### src/rtl/stage_write_back_lc_pkg.sv
// ---------------------------------------------------------------------------
// selector: shared selector encodings for the pipeline back end.
//   reg_src_t   : which result feeds the register-file write (ALU or memory).
//   load_type_t : access size of a load, used by the load aligner.
// ---------------------------------------------------------------------------
package selector;

    typedef enum logic {
        REG_SRC_ALU = 1'b0,
        REG_SRC_MEM = 1'b1
    } reg_src_t;

    // DOUBLE is only meaningful on a 64-bit datapath; a 32-bit datapath
    // treats it as a full-width word.
    typedef enum logic [1:0] {
        BYTE   = 2'd0,
        HALF   = 2'd1,
        WORD   = 2'd2,
        DOUBLE = 2'd3
    } load_type_t;

endpackage

### src/rtl/stage_write_back_lc_load_aligner.sv
// ---------------------------------------------------------------------------
// load_aligner: little-endian lane selection plus zero/sign extension of a
// raw memory word.
//   load_type   : access size (BYTE/HALF/WORD/DOUBLE)
//   load_signed : sign-extend the selected lane
//   offset      : byte offset inside the word; low bits below the access
//                 size are ignored (misalignment is trapped upstream)
//   raw         : raw memory word
//   value       : aligned, extended result
// Purely combinational.
// ---------------------------------------------------------------------------
module load_aligner
    import selector::*;
#(
    parameter  int DATA_W = 32,
    localparam int OFF_W  = $clog2(DATA_W / 8)
) (
    input  load_type_t        load_type,
    input  logic              load_signed,
    input  logic [OFF_W-1:0]  offset,
    input  logic [DATA_W-1:0] raw,
    output logic [DATA_W-1:0] value
);

    localparam logic [DATA_W-1:0] MASK_B = DATA_W'(8'hFF);
    localparam logic [DATA_W-1:0] MASK_H = DATA_W'(16'hFFFF);
    localparam logic [DATA_W-1:0] MASK_W = DATA_W'(32'hFFFF_FFFF);

    logic [OFF_W-1:0]  off_m;
    logic [DATA_W-1:0] mask;
    logic [DATA_W-1:0] shifted;
    logic              sign_bit;

    always_comb begin
        off_m    = offset;
        mask     = '1;
        sign_bit = 1'b0;
        case (load_type)
            BYTE: mask = MASK_B;
            HALF: begin
                off_m[0] = 1'b0;
                mask     = MASK_H;
            end
            WORD: begin
                off_m[1:0] = 2'b00;
                mask       = MASK_W;
            end
            default: off_m = '0;
        endcase

        shifted = raw >> {off_m, 3'b000};

        case (load_type)
            BYTE:    sign_bit = shifted[7];
            HALF:    sign_bit = shifted[15];
            WORD:    sign_bit = shifted[31];
            default: sign_bit = 1'b0;
        endcase

        // Bits above the lane come from the sign bit or are zero.
        value = (shifted & mask) | ({DATA_W{load_signed & sign_bit}} & ~mask);
    end

endmodule

### src/rtl/stage_write_back_lc.sv
// ---------------------------------------------------------------------------
// stage_write_back_lc: write-back stage sharing the single register-file
// write port between the in-order pipeline slot and a queue of long-latency
// completions (divider / multiplier results).
//
// Ports
//   clk, reset (async, active high)
//   stall, nullify           : slot hold / slot clear
//   in_*                     : memory-stage result captured into the slot
//   lc_valid/lc_ready,
//   lc_dest, lc_data         : completion channel into the queue
//   rf_we, rf_waddr, rf_wdata: register-file write port
//   wb_bubble_req            : one-cycle request for an upstream bubble
//   lc_pending               : per-register "completion still queued" flags
//
// Handshake: a completion is transferred on a rising clk edge where
// lc_valid && lc_ready. lc_ready depends only on the registered queue
// count, so a pop in the same cycle never frees room for a push when full.
//
// A slot write always owns the port; the queue head writes only in cycles
// without one. A slot write to register r kills every queued entry for r
// (the pipeline value is younger), including one arriving in that cycle.
// Killed entries and entries for r0 keep their FIFO position and are
// popped without a write.
// ---------------------------------------------------------------------------
module stage_write_back_lc
    import selector::*;
#(
    parameter int DATA_W       = 32,
    parameter int REG_ADDR_W   = 5,
    parameter int LC_DEPTH     = 4,
    parameter int STARVE_LIMIT = 8
) (
    input  logic                     clk,
    input  logic                     reset,
    input  logic                     stall,
    input  logic                     nullify,
    input  logic                     in_valid,
    input  logic                     in_we,
    input  selector::reg_src_t       in_reg_src,
    input  selector::load_type_t     in_load_type,
    input  logic                     in_load_signed,
    input  logic [$clog2(DATA_W/8)-1:0] in_addr_low,
    input  logic [REG_ADDR_W-1:0]    in_dest,
    input  logic [DATA_W-1:0]        in_alu_data,
    input  logic [DATA_W-1:0]        in_mem_data,
    input  logic                     lc_valid,
    output logic                     lc_ready,
    input  logic [REG_ADDR_W-1:0]    lc_dest,
    input  logic [DATA_W-1:0]        lc_data,
    output logic                     rf_we,
    output logic [REG_ADDR_W-1:0]    rf_waddr,
    output logic [DATA_W-1:0]        rf_wdata,
    output logic                     wb_bubble_req,
    output logic [2**REG_ADDR_W-1:0] lc_pending
);

    localparam int OFF_W = $clog2(DATA_W / 8);
    localparam int PTR_W = $clog2(LC_DEPTH);
    localparam int CNT_W = $clog2(LC_DEPTH + 1);
    localparam int STV_W = $clog2(STARVE_LIMIT + 1);

    localparam logic [PTR_W-1:0] LAST_PTR = PTR_W'(LC_DEPTH - 1);
    localparam logic [CNT_W-1:0] DEPTH_C  = CNT_W'(LC_DEPTH);
    localparam logic [STV_W-1:0] STARVE_C = STV_W'(STARVE_LIMIT);

    // ---------------- pipeline slot ----------------
    logic                  slot_valid;
    logic                  slot_we;
    reg_src_t              slot_src;
    load_type_t            slot_type;
    logic                  slot_signed;
    logic [OFF_W-1:0]      slot_off;
    logic [REG_ADDR_W-1:0] slot_dest;
    logic [DATA_W-1:0]     slot_alu;
    logic [DATA_W-1:0]     slot_mem;

    always_ff @(posedge clk or posedge reset) begin
        if (reset) begin
            slot_valid  <= 1'b0;
            slot_we     <= 1'b0;
            slot_src    <= REG_SRC_ALU;
            slot_type   <= BYTE;
            slot_signed <= 1'b0;
            slot_off    <= '0;
            slot_dest   <= '0;
            slot_alu    <= '0;
            slot_mem    <= '0;
        end else if (nullify) begin
            slot_valid <= 1'b0;
        end else if (!stall) begin
            slot_valid  <= in_valid;
            slot_we     <= in_we;
            slot_src    <= in_reg_src;
            slot_type   <= in_load_type;
            slot_signed <= in_load_signed;
            slot_off    <= in_addr_low;
            slot_dest   <= in_dest;
            slot_alu    <= in_alu_data;
            slot_mem    <= in_mem_data;
        end
    end

    logic [DATA_W-1:0] load_value;

    load_aligner #(.DATA_W(DATA_W)) u_load_aligner (
        .load_type   (slot_type),
        .load_signed (slot_signed),
        .offset      (slot_off),
        .raw         (slot_mem),
        .value       (load_value)
    );

    logic              slot_wr;
    logic [DATA_W-1:0] slot_data;

    assign slot_wr   = slot_valid && slot_we && (slot_dest != '0);
    assign slot_data = (slot_src == REG_SRC_MEM) ? load_value : slot_alu;

    // ---------------- completion queue ----------------
    logic [REG_ADDR_W-1:0] q_dest  [LC_DEPTH];
    logic [DATA_W-1:0]     q_data  [LC_DEPTH];
    logic                  q_valid [LC_DEPTH];
    logic [PTR_W-1:0]      wr_ptr;
    logic [PTR_W-1:0]      rd_ptr;
    logic [CNT_W-1:0]      count;
    logic [STV_W-1:0]      starve_cnt;

    logic head_live;
    logic blocked;
    logic pop;
    logic push;

    function automatic logic [PTR_W-1:0] ptr_inc(input logic [PTR_W-1:0] p);
        return (p == LAST_PTR) ? '0 : p + 1'b1;
    endfunction

    assign lc_ready  = (count < DEPTH_C);
    assign push      = lc_valid && lc_ready;
    assign head_live = (count != '0) && q_valid[rd_ptr];
    assign blocked   = head_live && slot_wr;
    // Dead heads leave regardless of the slot; live heads only when the
    // port is free.
    assign pop       = (count != '0) && !blocked;

    assign wb_bubble_req = (starve_cnt == STARVE_C);

    always_ff @(posedge clk or posedge reset) begin
        if (reset) begin
            for (int i = 0; i < LC_DEPTH; i++) begin
                q_dest[i]  <= '0;
                q_data[i]  <= '0;
                q_valid[i] <= 1'b0;
            end
            wr_ptr     <= '0;
            rd_ptr     <= '0;
            count      <= '0;
            starve_cnt <= '0;
        end else begin
            for (int i = 0; i < LC_DEPTH; i++) begin
                if (slot_wr && (q_dest[i] == slot_dest)) begin
                    q_valid[i] <= 1'b0;
                end
            end

            // Clearing on pop keeps unoccupied entries invalid, which
            // lc_pending relies on.
            if (pop) begin
                q_valid[rd_ptr] <= 1'b0;
                rd_ptr          <= ptr_inc(rd_ptr);
            end

            if (push) begin
                q_dest[wr_ptr]  <= lc_dest;
                q_data[wr_ptr]  <= lc_data;
                q_valid[wr_ptr] <= (lc_dest != '0) &&
                                   !(slot_wr && (lc_dest == slot_dest));
                wr_ptr          <= ptr_inc(wr_ptr);
            end

            if (push && !pop) begin
                count <= count + 1'b1;
            end else if (pop && !push) begin
                count <= count - 1'b1;
            end

            if ((count == '0) || pop || wb_bubble_req) begin
                starve_cnt <= '0;
            end else if (blocked) begin
                starve_cnt <= starve_cnt + 1'b1;
            end
        end
    end

    always_comb begin
        lc_pending = '0;
        for (int i = 0; i < LC_DEPTH; i++) begin
            if (q_valid[i]) begin
                lc_pending[q_dest[i]] = 1'b1;
            end
        end
    end

    // ---------------- write port ----------------
    always_comb begin
        rf_we    = 1'b0;
        rf_waddr = '0;
        rf_wdata = '0;
        if (slot_wr) begin
            rf_we    = 1'b1;
            rf_waddr = slot_dest;
            rf_wdata = slot_data;
        end else if (head_live) begin
            rf_we    = 1'b1;
            rf_waddr = q_dest[rd_ptr];
            rf_wdata = q_data[rd_ptr];
        end
    end

endmodule

### config.mk
export PLATFORM = sky130hd
export DESIGN_NAME = stage_write_back_lc
export DESIGN_NICKNAME = d
export VERILOG_FILES = /design/src/rtl/stage_write_back_lc_pkg.sv /design/src/rtl/stage_write_back_lc_load_aligner.sv /design/src/rtl/stage_write_back_lc.sv
export SDC_FILE = /design/constraint.sdc
export NUM_CORES = 1
export LEC_CHECK = 0
export CAP_MARGIN = 5
export CORE_MARGIN = 2
export CORE_UTILIZATION = 45
export DETAILED_ROUTE_END_ITERATION = 8
export GPL_TIMING_DRIVEN = 0
export PLACE_DENSITY = 0.83
export RECOVER_POWER = 25
export SLEW_MARGIN = 40
export SYNTH_ARGS = -nofsm -noshare
export SYNTH_HDL_FRONTEND = slang
export SYNTH_SLANG_ARGS = --single-unit
### constraint.sdc
create_clock -name clk -period 7.53 [get_ports clk]
set_input_delay 1.506 -clock clk [delete_from_list [all_inputs] [get_ports clk]]
set_output_delay 1.506 -clock clk [all_outputs]
set_load 0.01 [all_outputs]
**Word-level counts from Yosys, hierarchy flattened**

Index checks and enable logic that the tools add are counted.

- Magnitude comparators: 13
- Muxes and demuxes: 57
- Bitwise gates (word level): 14
- Add/subtract/negate cells: 5
- Reductions and logical operators: 35
- Shift-type cells: 1
- Equality and inequality tests: 11

Operator list:

| cell | count |
|---|---|
| two-way mux 32 bit | 10 |
| bitwise mux 128 bit | 1 |
| bitwise OR 32 bit | 4 |
| AND 32 bit | 2 |
| binary-select mux 32 bit (select 2 bit) | 1 |
| demux 32 bit (select 2 bit) | 1 |
| one-hot mux 32 bit (2 select lines) | 1 |
| inverter 32 bit | 1 |
| >> shifter 32 x 5 -> 32 bit | 1 |
| == test 5 bit | 5 |
| two-way mux 5 bit | 5 |
| < comparator 5 x 6 -> 1 bit (second input constant) | 4 |
| bitwise mux 20 bit | 1 |
| demux 1 bit (select 5 bit) | 4 |
| >= comparator 5 x 1 -> 1 bit (second input constant) | 4 |
| logical AND 1 bit | 20 |
| two-way mux 1 bit | 18 |
| two-way mux 4 bit | 4 |
| binary-select mux 5 bit (select 2 bit) | 1 |
| demux 5 bit (select 2 bit) | 1 |
| nonzero test 5 bit | 2 |
| == test 2 bit (second input constant) | 3 |
| >= comparator 3 bit (second input constant) | 2 |
| < comparator 3 x 1 -> 1 bit (second input constant) | 2 |
| 27 further kinds | 38 |

- Input port bits: 119
- Logic and storage cells: 161
- Bits in registers: 240
- Output and inout port bits: 72

**Logic depth before layout (Yosys ltp)**

- Depth after elaboration: 11
- Mapped depth: 10
- Mapped depth without buffers: 9

**Hierarchy**

From an unflattened synthesis, not the netlist that was laid out.

- Cell total of the unflattened synthesis: 996
- Area, all modules: 12934.9 sq um

By module, submodules not included:

| module | seq. area each (sq um) | instances | cells each | area each (sq um) |
|---|---|---|---|---|
| stage_write_back_lc | 6005.8 | 1 | 900 | 12175.4 |
| load_aligner | 0.0 | 1 | 96 | 759.5 |

**Worst setup path before layout**

OpenSTA, ideal clock, no wires.

- Path type: reg2out
- Start: register rd_ptr[1]
- End: output port rf_wdata[23]
- Slack: 4.304 ns
- Arrival time: 1.720 ns
- Stages on the path, launching flop included: 7
- Buffers on the path: 2
- Required time: 6.024 ns
- Path through: dfrtp_1 -> mux4_2 -> and4_1 -> buf_2 -> buf_2 -> a32oi_1 -> o21ai_1

- Word-level cells in the longest chain between the ends: 7
- Elaborated cells between the ends (all ways): 10
- Those cells by class: mux (8); bitwise (1); reduce/logical (1)

Ends and longest elaborated chain:

| what | line | text |
|---|---|---|
| start, declared | stage_write_back_lc.sv:125 | `logic [PTR_W-1:0] rd_ptr;` |
| start signal, assigned | stage_write_back_lc.sv:170 | `rd_ptr <= ptr_inc(rd_ptr);` |
| inverter 2 -> 3 bit (implied by the code) (*) | stage_write_back_lc.sv:140, stage_write_back_lc.sv:216 |  |
| binary-select mux 1 bit (select 2 bit) | stage_write_back_lc.sv:140 | `assign head_live = (count != '0) && q_valid[rd_ptr];` |
| two-way mux 1 bit (implied by the code) (2 in series) | stage_write_back_lc.sv:140 |  |
| logical AND 1 bit | stage_write_back_lc.sv:140 |  |
| two-way mux 32 bit (*) | stage_write_back_lc.sv:213 | `end else if (head_live) begin` |
| two-way mux 32 bit (*) | stage_write_back_lc.sv:209 | `if (slot_wr) begin` |
| end, declared | stage_write_back_lc.sv:53 | `output logic [DATA_W-1:0] rf_wdata,` |

Mark *: on every way between the ends. The rest lies on a longest branch, timed or not. The select of a mux whose other input is x is not followed.

**Worst setup path after layout**

- Start: register slot_dest[2]
- End: output port rf_wdata[3]

- Word-level cells in the longest chain between the ends: 3

Ends and longest elaborated chain:

| what | line | text |
|---|---|---|
| start, declared | stage_write_back_lc.sv:74 | `logic [REG_ADDR_W-1:0] slot_dest;` |
| start signal, assigned | stage_write_back_lc.sv:98 | `slot_dest <= in_dest;` |
| nonzero test 5 bit | stage_write_back_lc.sv:117 | `assign slot_wr = slot_valid && slot_we && (slot_dest != '0);` |
| logical AND 1 bit | stage_write_back_lc.sv:117 |  |
| two-way mux 32 bit | stage_write_back_lc.sv:209 |  |

Every way passes these cells.

==> flow_metrics.env <==
export IMPL_status="finished, final reports clean"
export IMPL_worst_hold_path_type="flop to flop"
export IMPL_rsz0062_at_grt="false"
export IMPL_cts_buffer_depth=3
export IMPL_yosys_warnings=0
export IMPL_path_clk_slew_ps=60
export IMPL_cap_violations=0
export IMPL_syn_area_mm2=0.0129
export IMPL_vias=10544
export IMPL_setup_tns_ps=0
export IMPL_gp_congestion=0.932
export IMPL_cts_resized=0
export IMPL_r2r_end="count[1]"
export IMPL_synth_commonest_cells="240 x dfrtp_1, 201 x mux2_2, 89 x nand2_1"
export IMPL_synth_seq_cells=240
export IMPL_synth_main_ff_cell="dfrtp_1"
export IMPL_antenna_found_initial=3
export IMPL_port_buffers=190
export IMPL_synth_avg_cell_area_um2=11.8
export IMPL_htree_levels=1
export IMPL_syn_nets=1229
export IMPL_drt_wirelength_per_cell_um=23.3
export IMPL_total_power_mw=6.07
export IMPL_critPathKind="flop to primary output"
export IMPL_synthCells=1098
export IMPL_grt_ovfl_total=0
export IMPL_dpl_cell_count=1683
export IMPL_powerDensity_mw_per_mm2=372
export IMPL_synthMostInstantiatedCell="dfrtp_1"
export IMPL_io_pins=191
export IMPL_period_share=0.670
export IMPL_netlist_top_cells_area="dfrtp_1 46%, mux2_2 17%, mux4_2 6.6%"
export IMPL_dpl_hpwl_um=29100
export IMPL_hold_buffers=0
export IMPL_num_rows=62
export IMPL_critPathRequiredTime_ps=6020
export IMPL_die_w_um=174
export IMPL_min_to="starve_cnt[0]"
export IMPL_netlist_area_leader_share=0.464
export IMPL_fp_dieH_um=174
export IMPL_core_mm2=0.0285
export IMPL_cp_start_kind="flop"
export IMPL_fmax_mhz=198
export IMPL_grt_pass1_wl_um=61400
export IMPL_start_util=0.454
export IMPL_grt_max_degree=27
export IMPL_fillCellCount=2297
export IMPL_wl_um=40300
export IMPL_yosysSeqAreaShare=0.464
export IMPL_crit_arrival_ps=3540
export IMPL_finalCriticalPeriod_ps=5050
export IMPL_hold_depth=1
export IMPL_worst_pin_slew_ps=1380
export IMPL_ys_types=60
export IMPL_synth_async_reset_ratio=1.00
export IMPL_clk_latency_ps=530
export IMPL_drive_above_1_share=0.251
export IMPL_min_delay_start="starve_cnt[0]"
export IMPL_drt_initial_drc_count=1357
export IMPL_grt_usage=0.259
export IMPL_end_kind="primary output"
export IMPL_critPathMaxFanout=10
export IMPL_finalNetCount=1457
export IMPL_area_growth_pct=25.9
export IMPL_grt_pass1_vias=10572
export IMPL_reg2reg_slack_ps=4760
export IMPL_first_pass_iters=5
export IMPL_irDropWorstVdd_mv=0.211
export IMPL_synth_edf_count=0
export IMPL_die_area_mm2=0.0301
export IMPL_root_buffer="clkbuf_16"
export IMPL_instances_no_fill=1733
export IMPL_drc=0
export IMPL_worstRegToRegCells=8
export IMPL_design_area_mm2=0.0163
export IMPL_worstSetupStartpoint="slot_dest[2]"
export IMPL_finalSetupViolations=0
export IMPL_antenna_left=0
export IMPL_rr_startpoint="slot_dest[2]"
export IMPL_numClockSinks=240
export IMPL_final_max_slew_viol_count=0
export IMPL_slew_headroom=0.0795
export IMPL_yosysTopAreaCell="dfrtp_1"
export IMPL_cts_tree="built"
export IMPL_place_area_mm2=0.0156
export IMPL_postCtsSetupBuffers=0
export IMPL_skew_ps=5.83
export IMPL_vias_per_cell=6.08
export IMPL_p_leak_nw=6.48
export IMPL_hold_viol_final=0
export IMPL_cts_made_buffers=25
## area by class of cell
cell class | instances | area (um2) | area share
multi-input combinational | 737 | 6400 | 0.393
antenna | 4 | 10.0 | 0.000614
buffer | 94 | 435 | 0.0267
tap | 384 | 480 | 0.0295
clock inverter | 14 | 155 | 0.00952
clock buffer | 32 | 682 | 0.0418
sequential | 240 | 6010 | 0.368
timing repair buffer | 201 | 2030 | 0.124
inverter | 27 | 105 | 0.00645
## report_power, final
group | internal, mW | switching (mW)
clock network | 0.745 | 0.518
registers | 1.78 | 0.324
logic | 1.34 | 1.36
## stage by stage
stage | util | setup WS (ps) | hold WS, ps
after floorplan | - | 2880 | 452
after global placement | 0.537 | 1250 | 469
after detailed placement | 0.546 | 3310 | 479
after CTS | 0.575 | 2760 | 489
after global routing | 0.571 | 2220 | 514
final | 0.571 | 2480 | 488
## per-layer routing
| layer | part of all wire | global-route usage | vias up | wire length (um) |
|---|---|---|---|---|
| met1 | 0.41 | 0.353 | 5321 | 16700 |
| met3 | 0.082 | 0.0469 | 108 | 3300 |
| met2 | 0.47 | 0.419 | 576 | 18800 |
| met4 | 0.037 | 0.0945 | 0 | 1510 |
| li1 | - | - | 4539 | - |
| met5 | 0 | 0 | - | 0 |
## flip-flops by register name (all words and copies together) (netlist names)
name	flops
slot_we	1
slot_off	2
q_dest	20
slot_signed	1
slot_type	2
slot_dest	5
q_valid	4
starve_cnt	4
slot_src	1
slot_alu	32
wr_ptr	2
q_data	128
slot_valid	1
rd_ptr	2
count	3
slot_mem	32
## cell usage in the layout, fill, tap and decap left out, types with 15 or more instances in the layout
cell type / netlist / layout
dfrtp_1: 240 / 240
mux2_2: 201 / 201
clkdlybuf4s50_1: 0 / 188
nand2_1: 89 / 89
clkbuf_1: 55 / 66
nor2_1: 43 / 43
mux4_2: 38 / 38
o21ai_0: 34 / 34
xnor2_1: 28 / 28
inv_1: 26 / 25
clkbuf_16: 0 / 25
buf_2: 25 / 24
o221ai_1: 24 / 24
o22ai_1: 20 / 20
nand3_1: 18 / 18
o21ai_1: 18 / 18
a221o_1: 16 / 16
a22oi_1: 16 / 16
a32oi_1: 16 / 16
a31oi_1: 15 / 15
## worst max-delay path by stage
stage / slack (ps) / end
after floorplan: 2880 / count[0]
after global placement: 1250 / slot_valid
after detailed placement: 3310 / rf_wdata[3]
after CTS: 2760 / rf_wdata[3]
after global routing: 2220 / q_data[70]
final: 2480 / rf_wdata[3]
## cells by family (layout without fill, tap and decap cells)
family,count (synthesis),count (layout),share of synthesized area
AOI/OAI and AO/OA,212,212,0.119
xor gates and xnor gates,30,30,0.0203
adders and majority gates,12,12,0.0122
buffers and inverters,121,368,0.0416
DFF,240,240,0.464
muxes,257,257,0.256
other,0,4,0
and+or+nand+nor,226,226,0.0865
## worst max-delay path: stages (launching register included)
cell,delay [ps]
dfrtp_1,320
clkbuf_1,470
or3_1,250
o31a_1,220
clkbuf_1,420
o31ai_1,180
o31ai_1,510
clkdlybuf4s50_1,640
Note: power is estimated with default switching activity, not from simulation.
